<file path="src/rtl/euclidean_top2_selector_pkg.sv">
// euclid_pkg: shared definitions for the top-2 Euclidean selector family.
//   - default widths for the word index, distance and frame size
//   - FSM state encoding (accumulate / hold result)
//   - all-ones distance used as the "no candidate yet" sentinel
package euclid_pkg;

    localparam int WORD_W_DEF    = 4;
    localparam int DIST_W_DEF    = 64;
    localparam int MAX_WORDS_DEF = 16;

    typedef enum logic {
        ST_ACCUM = 1'b0,
        ST_HOLD  = 1'b1
    } state_e;

    localparam logic [DIST_W_DEF-1:0] DIST_MAX = '1;

endpackage

</file>
<file path="src/rtl/euclidean_top2_selector_top2_update.sv">
// top2_update: combinational insertion of one candidate into a best/second pair.
// Ports:
//   best_word/best_dist, second_word/second_dist  current pair
//   cand_word/cand_dist                           candidate under test
//   next_*                                        updated pair
// Ties go to the candidate: "<=" lets a later equal distance displace the
// earlier one, and the displaced best drops into the second slot.
module top2_update #(
    parameter int WORD_W = 4,
    parameter int DIST_W = 64
) (
    input  logic [WORD_W-1:0] best_word,
    input  logic [DIST_W-1:0] best_dist,
    input  logic [WORD_W-1:0] second_word,
    input  logic [DIST_W-1:0] second_dist,
    input  logic [WORD_W-1:0] cand_word,
    input  logic [DIST_W-1:0] cand_dist,
    output logic [WORD_W-1:0] next_best_word,
    output logic [DIST_W-1:0] next_best_dist,
    output logic [WORD_W-1:0] next_second_word,
    output logic [DIST_W-1:0] next_second_dist
);

    always_comb begin
        next_best_word   = best_word;
        next_best_dist   = best_dist;
        next_second_word = second_word;
        next_second_dist = second_dist;
        if (cand_dist <= best_dist) begin
            next_second_word = best_word;
            next_second_dist = best_dist;
            next_best_word   = cand_word;
            next_best_dist   = cand_dist;
        end else if (cand_dist <= second_dist) begin
            next_second_word = cand_word;
            next_second_dist = cand_dist;
        end
    end

endmodule

</file>
<file path="src/rtl/euclidean_top2_selector.sv">
// euclidean_top2_selector: frame-based best / second-best distance tracker.
// Accepts (iword, idata) candidates while accumulating; the candidate flagged
// with ilast closes the frame and the result is held behind a valid/ready
// handshake until the downstream takes it, after which state is cleared.
// Ports:
//   iclk, irstn                 clock, synchronous active-low reset
//   iword, idata, ivalid, ilast candidate stream
//   oready                      candidate accepted this cycle when ivalid=1
//   ovalid, iready              result handshake
//   oword, odist                best match
//   osecond_word, osecond_dist  second-best match
//   ocount                      accepted candidates (saturates at MAX_WORDS)
//   ooverflow                   more than MAX_WORDS candidates in the frame
// Optional (macro EUCLID_MARGIN_REJECT_EN):
//   imargin                     static minimum separation between best and second
//   oreject                     result is ambiguous (separation below imargin)
module euclidean_top2_selector
    import euclid_pkg::*;
#(
    parameter int WORD_W    = WORD_W_DEF,
    parameter int DIST_W    = DIST_W_DEF,
    parameter int MAX_WORDS = MAX_WORDS_DEF
`ifdef EUCLID_MARGIN_REJECT_EN
    ,
    parameter int MARGIN_W  = 32
`endif
) (
    input  logic                             iclk,
    input  logic                             irstn,
    input  logic [WORD_W-1:0]                iword,
    input  logic [DIST_W-1:0]                idata,
    input  logic                             ivalid,
    input  logic                             ilast,
    output logic                             oready,
    output logic                             ovalid,
    input  logic                             iready,
    output logic [WORD_W-1:0]                oword,
    output logic [DIST_W-1:0]                odist,
    output logic [WORD_W-1:0]                osecond_word,
    output logic [DIST_W-1:0]                osecond_dist,
    output logic [$clog2(MAX_WORDS+1)-1:0]   ocount,
    output logic                             ooverflow
`ifdef EUCLID_MARGIN_REJECT_EN
    ,
    input  logic [MARGIN_W-1:0]              imargin,
    output logic                             oreject
`endif
);

    localparam int CNT_W = $clog2(MAX_WORDS+1);
    localparam logic [CNT_W-1:0] CNT_MAX = CNT_W'(MAX_WORDS);

    state_e              state_q, state_d;
    logic [WORD_W-1:0]   best_word_q, best_word_d;
    logic [DIST_W-1:0]   best_dist_q, best_dist_d;
    logic [WORD_W-1:0]   second_word_q, second_word_d;
    logic [DIST_W-1:0]   second_dist_q, second_dist_d;
    logic [CNT_W-1:0]    count_q, count_d;
    logic                overflow_q, overflow_d;

    logic [WORD_W-1:0]   upd_best_word;
    logic [DIST_W-1:0]   upd_best_dist;
    logic [WORD_W-1:0]   upd_second_word;
    logic [DIST_W-1:0]   upd_second_dist;
    logic                accept;

    top2_update #(
        .WORD_W (WORD_W),
        .DIST_W (DIST_W)
    ) u_update (
        .best_word        (best_word_q),
        .best_dist        (best_dist_q),
        .second_word      (second_word_q),
        .second_dist      (second_dist_q),
        .cand_word        (iword),
        .cand_dist        (idata),
        .next_best_word   (upd_best_word),
        .next_best_dist   (upd_best_dist),
        .next_second_word (upd_second_word),
        .next_second_dist (upd_second_dist)
    );

    assign oready       = (state_q == ST_ACCUM);
    assign ovalid       = (state_q == ST_HOLD);
    assign accept       = oready && ivalid;
    assign oword        = best_word_q;
    assign odist        = best_dist_q;
    assign osecond_word = second_word_q;
    assign osecond_dist = second_dist_q;
    assign ocount       = count_q;
    assign ooverflow    = overflow_q;

    always_comb begin
        state_d       = state_q;
        best_word_d   = best_word_q;
        best_dist_d   = best_dist_q;
        second_word_d = second_word_q;
        second_dist_d = second_dist_q;
        count_d       = count_q;
        overflow_d    = overflow_q;
        case (state_q)
            ST_ACCUM: begin
                if (accept) begin
                    best_word_d   = upd_best_word;
                    best_dist_d   = upd_best_dist;
                    second_word_d = upd_second_word;
                    second_dist_d = upd_second_dist;
                    // Saturating count; the candidate is still compared above.
                    if (count_q == CNT_MAX) begin
                        overflow_d = 1'b1;
                    end else begin
                        count_d = count_q + CNT_W'(1);
                    end
                    if (ilast) begin
                        state_d = ST_HOLD;
                    end
                end
            end
            ST_HOLD: begin
                if (iready) begin
                    state_d       = ST_ACCUM;
                    best_word_d   = '0;
                    best_dist_d   = '1;
                    second_word_d = '0;
                    second_dist_d = '1;
                    count_d       = '0;
                    overflow_d    = 1'b0;
                end
            end
            default: state_d = ST_ACCUM;
        endcase
    end

    always_ff @(posedge iclk) begin
        if (!irstn) begin
            state_q       <= ST_ACCUM;
            best_word_q   <= '0;
            best_dist_q   <= '1;
            second_word_q <= '0;
            second_dist_q <= '1;
            count_q       <= '0;
            overflow_q    <= 1'b0;
        end else begin
            state_q       <= state_d;
            best_word_q   <= best_word_d;
            best_dist_q   <= best_dist_d;
            second_word_q <= second_word_d;
            second_dist_q <= second_dist_d;
            count_q       <= count_d;
            overflow_q    <= overflow_d;
        end
    end

`ifdef EUCLID_MARGIN_REJECT_EN
    logic              reject_q, reject_d;
    logic [DIST_W:0]   margin_gap;

    // Evaluated on the next-state pair so the flag lands together with ovalid.
    // One extra bit keeps the subtraction from wrapping.
    assign margin_gap = {1'b0, second_dist_d} - {1'b0, best_dist_d};
    assign oreject    = reject_q;

    always_comb begin
        reject_d = reject_q;
        if (state_q == ST_ACCUM && state_d == ST_HOLD) begin
            reject_d = (margin_gap < (DIST_W+1)'(imargin)) || (count_d == '0);
        end else if (state_q == ST_HOLD && state_d == ST_ACCUM) begin
            reject_d = 1'b0;
        end
    end

    always_ff @(posedge iclk) begin
        if (!irstn) begin
            reject_q <= 1'b0;
        end else begin
            reject_q <= reject_d;
        end
    end
`endif

endmodule
</file>
<file path="config.mk">
export PLATFORM = sky130hd
export DESIGN_NAME = euclidean_top2_selector
export DESIGN_NICKNAME = d
export VERILOG_FILES = /design/src/rtl/euclidean_top2_selector_pkg.sv /design/src/rtl/euclidean_top2_selector_top2_update.sv /design/src/rtl/euclidean_top2_selector.sv
export SDC_FILE = /design/constraint.sdc
export NUM_CORES = 1
export LEC_CHECK = 0
export BUFFER_PORTS_ARGS = -buffer_cell sky130_fd_sc_hd__buf_2
export CELL_PAD_IN_SITES_DETAIL_PLACEMENT = 0
export CELL_PAD_IN_SITES_GLOBAL_PLACEMENT = 1
export CORE_ASPECT_RATIO = 1.75
export CORE_MARGIN = 2
export CORE_UTILIZATION = 37
export DETAILED_ROUTE_END_ITERATION = 8
export PLACE_DENSITY = 0.82
export SLEW_MARGIN = 20
export SYNTH_ARGS = -nofsm -noshare
export SYNTH_HDL_FRONTEND = slang
export SYNTH_HIERARCHICAL = 1
export SYNTH_SLANG_ARGS = --single-unit
</file>
<file path="constraint.sdc">
create_clock -name iclk -period 2.7 [get_ports iclk]
set_input_delay 0.135 -clock iclk [delete_from_list [all_inputs] [get_ports iclk]]
set_output_delay 0.135 -clock iclk [all_outputs]
set_load 0.05 [all_outputs]
</file>
==> results of run 1 <==
power groups by stage:
stage / registers (W) / logic (W) / clock network (W)
2_1_floorplan: 0.00317 / 0.00150 / 0
3_3_place_gp: 0.00246 / 0.00330 / 0
3_5_place_dp: 0.00247 / 0.00337 / 0
4_1_cts: 0.00242 / 0.00356 / 0.00235
5_1_grt: 0.00245 / 0.00408 / 0.00242
6_report: 0.00242 / 0.00379 / 0.00228
tightest hold or removal path, stage by stage:
cell and delay [ns]:
buf_2 0.14, nand3b_1 0.12, o211ai_1 0.07
synthesized netlist by cell type, drive strengths merged (3+ instances only):
library cell / number / share of area
nand2: 298 / 0.10
dfxtp: 143 / 0.27
nand3: 141 / 0.066
inv: 136 / 0.048
ha: 130 / 0.15
mux2i: 128 / 0.12
mux2: 78 / 0.082
buf: 61 / 0.042
a21oi: 58 / 0.028
nand4: 31 / 0.019
o21ai: 22 / 0.010
nor2b: 12 / 0.0070
nor2: 11 / 0.0039
a21o: 10 / 0.0070
a22oi: 9 / 0.0063
nor4: 9 / 0.0067
clkbuf: 7 / 0.0025
nor3: 7 / 0.0037
o211ai: 4 / 0.0028
a211oi: 3 / 0.0021
a221oi: 3 / 0.0025
or4b: 3 / 0.0028
state kept, by name (all words and copies together) (netlist names):
signal / flops
oword: 4
osecond_dist: 64
osecond_word: 4
ovalid: 1
ooverflow: 1
ocount: 5
odist: 64
kinds of logic (layout without fill, tap and decap cells):
| group | Yosys count | count (layout) | share of synthesized area |
|---|---|---|---|
| simple gates | 520 | 520 | 0.220 |
| mux | 206 | 206 | 0.202 |
| buf+inv | 204 | 694 | 0.0925 |
| flops | 143 | 143 | 0.267 |
| fa+ha+maj | 130 | 130 | 0.152 |
| compound gates | 116 | 116 | 0.0664 |
| other cells | 0 | 1 | 0 |
final cells by class:
type,instances,area (um^2),area share
Timing Repair Buffer,526,3880,0.240
Sequential cell,143,3130,0.194
Inverter,136,515,0.0319
Multi-Input combinational cell,972,7590,0.471
Antenna cell,1,2.50,0.000155
Clock inverter,9,57.6,0.00357
Clock buffer,23,489,0.0303
Tap cell,378,473,0.0293
per-layer routing:
layer / routed length (um) / GRT usage / vias up / share of wire
met4: 1940 / 0.135 / 0 / 0.052
met1: 13900 / 0.242 / 5307 / 0.37
met5: 0 / 0 / - / 0
li1: - / - / 5501 / -
met2: 20500 / 0.444 / 291 / 0.55
met3: 1230 / 0.0350 / 93 / 0.033
per-stage QoR:
stage	power (W)	TNS [ns]
3_3_place_gp	0.00576	-95.12
3_5_place_dp	0.00583	-98.13
2_1_floorplan	0.00467	-2.94
5_1_grt	0.00895	-59.10
6_report	0.00850	-42.78
4_1_cts	0.00834	-41.58
worst min-delay path by stage:
stage | endpoint | slack (ns) | cells past startpoint | startpoint
CTS | ocount[4]$_SDFFE_PN0P_ | 0.04 | 3 | iready
detailed placement | ovalid$_SDFF_PN0_ | 0.42 | 3 | ilast
floorplan | ovalid$_SDFF_PN0_ | 0.30 | 2 | ivalid
global route | odist[38]$_SDFFE_PN1P_ | 0.08 | 4 | idata[38]
global placement | ovalid$_SDFF_PN0_ | 0.39 | 3 | ilast
finish | ocount[4]$_SDFFE_PN0P_ | 0.06 | 3 | iready
what timing repair did:
item	4_1_cts	5_1_grt
hold buffers	1	0
hold endpoints to repair	1	0
gates resized for setup	69	57
buffers inserted	19	15
cloned	2	9
pin swaps	34	37
setup endpoints to repair	136	136
==> flow_metrics.py, run 1 <==
metrics = {
    "outcome": {
        "outcome": "finished with violations",
        "violations": "negative setup slack",
    },
    "final_layout": {
        "final_common_cell": "nand2_1",
        "fillers": 2653,
        "final_util": 0.566,
        "final_cell_area_mm2": 0.0161,
        "area_growth_pct": 50.8,
        "mostFrequentLayoutCells": "nand2_1, buf_4, buf_2",
        "final_nets": 1999,
        "fin_cells": 2188,
        "drive_gt1_frac": 0.434,
    },
    "sta": {
        "rsz0062_at_grt": "yes",
        "setup_viol": 136,
        "hold_violations": 0,
        "fmax_mhz": 320,
        "skew_ns": 0.0135,
        "min_period_ns": 3.12,
        "fin_crit_sh": 1.16,
        "setup_slack_ns": -0.420,
        "worstMarginPinSlew_ns": 0.569,
        "relSlewSlack": 0.621,
        "whs_ns": 0.0636,
        "maxSlewViolCount": 0,
    },
    "place": {
        "pre_cts_ws_ns": -0.840,
        "placed_cell_area_mm2": 0.0145,
        "io_buffer_count": 216,
        "dp_hpwl_um": 26400,
        "dp_cells": 2114,
        "place_congestion": 0.848,
    },
    "floorplanning": {
        "initial_utilization": 0.375,
        "die-area_mm2": 0.0304,
        "ios": 217,
        "die_w_um": 133,
        "die_y_um": 229,
        "rows": 82,
        "core_area_mm2": 0.0285,
    },
    "global_route": {
        "overflow": 0,
        "grt_max_degree": 101,
        "grt_pass1_vias": 11300,
        "grt_pass1_wl_um": 56600,
        "antenna_found_initial": 1,
        "grt.total_usage": 0.235,
    },
    "pwr": {
        "power.switching_w": 0.00328,
        "ir_drop_v": 0.000476,
        "p_per_area_mw_per_mm2": 526,
        "pwr-share-comb": 0.446,
        "switching_share": 0.387,
        "internal_power_w": 0.00521,
        "p_seq_frac": 0.285,
        "clockPowerShare": 0.268,
        "leakagePower_nw": 8.67,
    },
    "yosys": {
        "synth_cell_types": 44,
        "ys_ff_latch": 143,
        "postSynthCellCount": 1319,
        "yosysWarningCount": 6,
        "synthArstFlopShare": 0,
        "synth_edf_count": 0,
        "syn-cell-area_mm2": 0.0107,
        "ys_seq_area_frac": 0.267,
        "syn-num-nets": 1522,
        "synthFlopType": "dfxtp_1",
        "syn_area_per_cell_um2": 8.11,
    },
    "detailed_routing": {
        "antenna_left": 0,
        "drc": 0,
        "routed_wl_um": 37600,
        "drt-initial-drc-count": 412,
        "via_per_inst": 5.12,
        "firstDrtPassIters": 4,
        "avgRoutedWirePerCell_um": 17.2,
        "via_count": 11200,
    },
    "worst_setup_path": {
        "cp_num_cells": 15,
        "cp.arrival_ns": 3.43,
        "rr_endpoint": "osecond_dist[0]$_SDFFE_PN1P_",
        "reg2reg_slack_ns": -0.42,
        "critical_path_class": "reg2reg",
        "cp_slowest_stage_delay_ns": 0.34,
        "crit_start": "osecond_dist[55]$_SDFFE_PN1P_",
        "r2r-start": "osecond_dist[55]$_SDFFE_PN1P_",
        "cp_data_required_time_ns": 3.01,
        "crit_end": "osecond_dist[0]$_SDFFE_PN1P_",
        "endpoint_kind": "flip-flop",
        "critPathLaunchType": "flip-flop",
        "crit_family": "simple AND/OR/NAND/NOR gates",
        "cp_max_fo": 7,
        "path_buf_inv": 4,
        "reg2regPathDepth": 15,
        "path_cells": "inv_2, ha_4, nand4_1, buf_4, nor4_4, nand2_2, a311oi_4, a211oi_2, a21oi_4, buf_12, buf_8, mux2_4, mux2_4, nand2_2, nand3_2",
        "critical-path-slowest-cell": "dfxtp_4",
    },
    "clock_tree": {
        "htreeDepth": 4,
        "cts_tree": "done",
        "numCtsBuffers": 17,
        "path_clk_slew_ns": 0.06,
        "clock-root-buffer": "clkbuf_16",
        "clock_latency_ns": 0.46,
        "cts_max_path_buffers": 2,
        "cts.sink_count": 143,
    },
    "job": {
        "max_cap_viol_count": 0,
    },
    "worst_hold_path": {
        "hold_class": "in2reg",
    },
}
(Power assumes the default switching activity.)
==> run 2, diff against run 1 <==
--- a/config.mk
+++ b/config.mk
@@ -6,13 +6,11 @@
 export NUM_CORES = 1
 export LEC_CHECK = 0
 export BUFFER_PORTS_ARGS = -buffer_cell sky130_fd_sc_hd__buf_2
-export CELL_PAD_IN_SITES_DETAIL_PLACEMENT = 0
-export CELL_PAD_IN_SITES_GLOBAL_PLACEMENT = 1
 export CORE_ASPECT_RATIO = 1.75
 export CORE_MARGIN = 2
-export CORE_UTILIZATION = 37
+export CORE_UTILIZATION = 39
 export DETAILED_ROUTE_END_ITERATION = 8
-export PLACE_DENSITY = 0.82
+export PLACE_DENSITY = 0.72
 export SLEW_MARGIN = 20
 export SYNTH_ARGS = -nofsm -noshare
 export SYNTH_HDL_FRONTEND = slang
==> flow_metrics.py, run 2 (synthesis gave the netlist of run 1 again) <==
metrics = {
    "worst_setup_path": {
        "cp_data_required_time_ns": 3.00,
        "crit_family": "simple AND/OR/NAND/NOR gates",
        "cp_slowest_stage_delay_ns": 0.45,
        "path_cells": "inv_4, ha_4, buf_4, nand4_1, nor4_4, nand2_1, o21ai_1, a21oi_2, o211ai_1, o21ai_4, buf_12, buf_12, buf_12, buf_16, mux2_4, nand2_2, nand3_2",
        "crit_top_cell": "buf_12",
        "critical_path_class": "reg2reg",
        "cp.arrival_ns": 3.49,
        "endpoint_kind": "flip-flop",
        "critPathLaunchType": "flip-flop",
        "reg2regPathDepth": 17,
        "cp_num_cells": 17,
        "critical-path-slowest-cell": "nor4_4",
        "cp_max_fo": 5,
        "path_buf_inv": 6,
    },
    "clock_tree": {
        "htreeDepth": 4,
        "path_clk_slew_ns": 0.07,
        "cts_max_path_buffers": 2,
        "clock-root-buffer": "clkbuf_16",
        "numCtsBuffers": 17,
        "clock_latency_ns": 0.46,
        "cts_tree": "done",
        "cts.sink_count": 143,
    },
    "sta": {
        "fmax_mhz": 314,
        "setup_slack_ns": -0.489,
        "fin_setup_tns_ns": -49.79,
        "setup_viol": 136,
        "fin_crit_sh": 1.18,
        "hold_violations": 0,
        "relSlewSlack": 0.550,
        "skew_ns": 0.0134,
        "maxSlewViolCount": 0,
        "min_period_ns": 3.19,
        "worstMarginPinSlew_ns": 0.675,
        "whs_ns": 0.0715,
        "rsz0062_at_grt": "yes",
    },
    "final_layout": {
        "drive_gt1_frac": 0.484,
        "fin_cells": 2160,
        "final_common_cell": "nand2_1",
        "final_nets": 1978,
        "mostFrequentLayoutCells": "nand2_1, buf_4, buf_2",
        "regArea_mm2": 0.00313,
        "multi_input_area_mm2": 0.00802,
        "area_growth_pct": 54.5,
        "fillers": 2192,
    },
    "floorplanning": {
        "rows": 80,
        "core_area_mm2": 0.0271,
        "die_y_um": 223,
        "die_w_um": 129,
        "initial_utilization": 0.395,
        "die-area_mm2": 0.0288,
        "ios": 217,
    },
    "global_route": {
        "grt_max_degree": 66,
        "grt_pass1_wl_um": 59200,
        "antenna_found_initial": 3,
        "overflow": 0,
        "grt_util_met3": 0.0468,
        "use_met1": 0.262,
        "grt_pass1_vias": 11500,
        "grt.total_usage": 0.264,
        "busiest_layer": "met2",
        "grtUsageMet2": 0.485,
    },
    "detailed_routing": {
        "drt-initial-drc-count": 527,
        "avgRoutedWirePerCell_um": 18.4,
        "routed_wl_um": 39800,
        "via_per_inst": 5.32,
        "firstDrtPassIters": 5,
        "drc": 0,
        "antenna_left": 0,
        "via_count": 11500,
    },
    "worst_hold_path": {
        "hold_class": "in2reg",
        "hold_depth": 3,
    },
    "place": {
        "io_buffer_count": 216,
        "dp_hpwl_um": 25800,
        "place_congestion": 0.927,
        "dp_cells": 2079,
    },
    "outcome": {
        "outcome": "finished with violations",
        "violations": "negative setup slack",
    },
    "pwr": {
        "p_total_w": 0.00889,
        "ir_drop_v": 0.000461,
        "p_per_area_mw_per_mm2": 538,
        "leakagePower_nw": 8.92,
    },
    "job": {
        "max_cap_viol_count": 0,
    },
}
[run 2: changes by cell type in the layout (fill, tap and decap cells not counted), moves of 10 or more]
| cell | delta |
|---|---|
| mux2_1 | -41 |
| nand2_1 | -29 |
| nand2_2 | +28 |
| nand3_2 | +32 |
| buf_16 | +10 |
| nand3_1 | -32 |
| mux2_4 | +41 |
| buf_4 | -21 |
[run 2: cell type report]
cell class,instances,share of cell area
multi-input combinational,972,0.485
tap,369,0.0279
inverter,136,0.0315
sequential,143,0.189
antenna,3,0.000454
timing repair buffer,505,0.231
clock buffer,24,0.0311
clock inverter,8,0.00461
[run 2: stage by stage]
stage | setup slack, ns | util | instance area [um^2]
after floorplan | -0.310 | - | 11200
after global placement | -0.821 | 0.524 | 14200
after detailed placement | -0.852 | 0.524 | 14200
after CTS | -0.433 | 0.585 | 15900
after global routing | -0.567 | 0.610 | 16500
final | -0.489 | 0.610 | 16500
[run 2: worst paths after layout]
| kind | start | to | slack, ns |
|---|---|---|---|
| worst max-delay path | odist[49]$_SDFFE_PN1P_ | odist[35]$_SDFFE_PN1P_ | -0.49 |
| worst min-delay path | iready | ocount[4]$_SDFFE_PN0P_ | 0.07 |
| worst max register to register | odist[49]$_SDFFE_PN1P_ | odist[35]$_SDFFE_PN1P_ | -0.49 |
| worst min register to register | odist[53]$_SDFFE_PN1P_ | odist[53]$_SDFFE_PN1P_ | 0.50 |
[run 2: worst reg2reg max path, stage by stage (launching register included)]
cell and delay [ns]:
dfxtp_4 0.36, inv_4 0.04, ha_4 0.25, buf_4 0.09
nand4_1 0.20, nor4_4 0.45, nand2_1 0.15, o21ai_1 0.22
a21oi_2 0.04, o211ai_1 0.14, o21ai_4 0.10, buf_12 0.14
buf_12 0.13, buf_12 0.13, buf_16 0.14, mux2_4 0.30
nand2_2 0.07, nand3_2 0.07
[run 2: repair_timing]
action / in CTS / in global routing
setup endpoints to repair: 136 / 136
hold buffers: 1 / 0
buffers inserted: 19 / 15
pin swaps: 61 / 38
gates resized for setup: 124 / 115
gates cloned: 12 / 4
hold endpoints to repair: 1 / 0
[run 2: power by group]
part           switching [W]  internal, W  leakage, nW  total [W]
Combinational        0.00229      0.00175         7.47    0.00404
Clock               0.000999      0.00142        0.281    0.00242
Sequential          0.000120      0.00231         1.17    0.00243
[run 2: metal layers]
metal / wire (um) / share of wire / vias to the layer above
li1: - / - / 5459
met1: 14200 / 0.36 / 5501
met2: 21100 / 0.53 / 379
met3: 1560 / 0.039 / 144
met4: 2900 / 0.073 / 0
met5: 0 / 0 / -
==> run 3, diff against run 2 <==
--- a/config.mk
+++ b/config.mk
@@ -10,7 +10,8 @@
 export CORE_MARGIN = 2
 export CORE_UTILIZATION = 39
 export DETAILED_ROUTE_END_ITERATION = 8
-export PLACE_DENSITY = 0.72
+export PLACE_DENSITY = 0.7
+export SKIP_LAST_GASP = 1
 export SLEW_MARGIN = 20
 export SYNTH_ARGS = -nofsm -noshare
 export SYNTH_HDL_FRONTEND = slang
==> constraint.sdc (replaced) <==
create_clock -name iclk -period 3.95 [get_ports iclk]
set_input_delay 0.1975 -clock iclk [delete_from_list [all_inputs] [get_ports iclk]]
set_output_delay 0.1975 -clock iclk [all_outputs]
set_load 0.05 [all_outputs]
==> flow_metrics.py, run 3 (synthesis gave the netlist of run 1 again) <==
metrics = {
    "clock_tree": {
        "htreeDepth": 4,
        "numCtsBuffers": 17,
        "clock_latency_ns": 0.45,
        "path_clk_slew_ns": 0.06,
        "cts_tree": "done",
        "clock-root-buffer": "clkbuf_16",
        "cts_max_path_buffers": 2,
        "post_cts_buffers": 0,
        "cts.sink_count": 143,
    },
    "floorplanning": {
        "die-area_mm2": 0.0288,
        "die_w_um": 129,
        "core_area_mm2": 0.0271,
        "rows": 80,
        "die_y_um": 223,
        "initial_utilization": 0.395,
        "ios": 217,
    },
    "global_route": {
        "grt_pass1_vias": 9552,
        "antenna_found_initial": 2,
        "grt_pass1_wl_um": 48700,
        "grt.total_usage": 0.213,
        "grt_max_degree": 83,
        "overflow": 0,
    },
    "detailed_routing": {
        "routed_wl_um": 30900,
        "via_per_inst": 5.24,
        "drc": 0,
        "antenna_left": 0,
        "drt-initial-drc-count": 506,
        "via_count": 9923,
        "avgRoutedWirePerCell_um": 16.3,
        "firstDrtPassIters": 7,
    },
    "sta": {
        "fmax_mhz": 272,
        "maxSlewViolCount": 0,
        "whs_ns": 0.131,
        "setup_viol": 0,
        "rsz0062_at_grt": "no",
        "fin_crit_sh": 0.931,
        "hold_violations": 0,
        "worstMarginPinSlew_ns": 0.961,
        "min_period_ns": 3.68,
        "relSlewSlack": 0.360,
        "skew_ns": 0.00996,
        "fin_setup_tns_ns": 0,
    },
    "final_layout": {
        "final_nets": 1712,
        "final_common_cell": "nand2_1",
        "area_growth_pct": 19.4,
        "fin_cells": 1893,
        "mostFrequentLayoutCells": "nand2_1, buf_2, dfxtp_1",
        "fillers": 2645,
        "drive_gt1_frac": 0.183,
    },
    "worst_setup_path": {
        "cp_max_fo": 18,
        "cp_data_required_time_ns": 4.28,
        "cp.arrival_ns": 4.01,
        "critical_path_class": "reg2reg",
        "critPathLaunchType": "flip-flop",
        "endpoint_kind": "flip-flop",
    },
    "place": {
        "place_congestion": 0.877,
        "dp_cells": 1858,
        "dp_hpwl_um": 22700,
        "io_buffer_count": 216,
    },
    "job": {
        "max_cap_viol_count": 0,
    },
    "pwr": {
        "p_seq_frac": 0.309,
        "power.switching_w": 0.00202,
        "pwr-share-comb": 0.339,
        "clockPowerShare": 0.352,
        "p_per_area_mw_per_mm2": 432,
        "internal_power_w": 0.00349,
        "ir_drop_v": 0.000373,
        "leakagePower_nw": 7.14,
        "switching_share": 0.367,
    },
    "outcome": {
        "outcome": "completed",
    },
    "worst_hold_path": {
        "hold_class": "in2reg",
    },
}
run 3: cell types whose count changed in the layout (fill, tap and decap cells not counted), moves of 34 or more:
cell,delta
buf_4,-235
nand3_1,+35
dfxtp_1,+104
mux2_1,+71
nand3_2,-34
dfxtp_2,-50
dfxtp_4,-54
nand2_1,+35
mux2_4,-71
run 3: worst max-delay path, cell delays in order, from the launching register on:
cell and delay, ns:
dfxtp_1 0.37, inv_1 0.08, ha_1 0.32, a21o_1 0.19
a21o_1 0.17, a21oi_1 0.17, nor3_1 0.09, a2111oi_1 0.60
buf_4 0.22, o211ai_1 0.14, o21ai_4 0.25, buf_12 0.19
buf_12 0.17, mux2_1 0.34, a22oi_1 0.18, nor2b_1 0.07
run 3: area by class of cell:
type / instances / area (um^2) / area share
Tap cell: 369 / 462 / 0.0361
Multi-Input combinational cell: 972 / 6880 / 0.538
Sequential cell: 143 / 2860 / 0.224
Antenna cell: 2 / 5.00 / 0.000392
Timing Repair Buffer: 239 / 1370 / 0.107
Clock buffer: 21 / 460 / 0.0360
Inverter: 136 / 510 / 0.0399
Clock inverter: 11 / 234 / 0.0183
run 3: worst paths after layout:
| check | startpoint | to | slack (ns) | cells after the start |
|---|---|---|---|---|
| worst max-delay path | odist[49]$_SDFFE_PN1P_ | oword[0]$_SDFFE_PN0P_ | 0.27 | 15 |
| worst min-delay path | ivalid | ovalid$_SDFF_PN0_ | 0.13 | 3 |
| worst max register to register | odist[49]$_SDFFE_PN1P_ | oword[0]$_SDFFE_PN0P_ | 0.27 | 15 |
| worst min register to register | ooverflow$_SDFFE_PN0P_ | ooverflow$_SDFFE_PN0P_ | 0.47 | 1 |
run 3: power by group through the flow:
stage | Combinational, W | Sequential [W] | Clock (W)
4_1_cts | 0.00188 | 0.00170 | 0.00198
2_1_floorplan | 0.000987 | 0.00215 | 0
5_1_grt | 0.00204 | 0.00173 | 0.00203
3_3_place_gp | 0.00183 | 0.00173 | 0
3_5_place_dp | 0.00186 | 0.00173 | 0
6_report | 0.00187 | 0.00170 | 0.00194
run 3: metal layers:
metal	vias up	wire length, um	GRT usage
li1	4924	-	-
met1	4658	11900	0.227
met2	264	16200	0.385
met3	77	1290	0.0412
met4	0	1450	0.119
met5	-	0	0
run 3: stage by stage:
| stage | power [W] | instance area [um^2] | worst slack, ns | utilization |
|---|---|---|---|---|
| finish | 0.00552 | 12800 | 0.271 | 0.471 |
| global route | 0.00580 | 12800 | 0.0631 | 0.471 |
| CTS | 0.00556 | 12800 | 0.0962 | 0.471 |
| detailed placement | 0.00360 | 12100 | 0.132 | 0.445 |
| global placement | 0.00356 | 12100 | 0.188 | 0.445 |
| floorplan | 0.00313 | 10700 | 0.667 | - |
run 3: repair_timing:
action                     4_1_cts  5_1_grt
setup endpoints to repair        0       17
hold buffers                     1        0
hold endpoints to repair         1        0
gates resized for setup          0        1
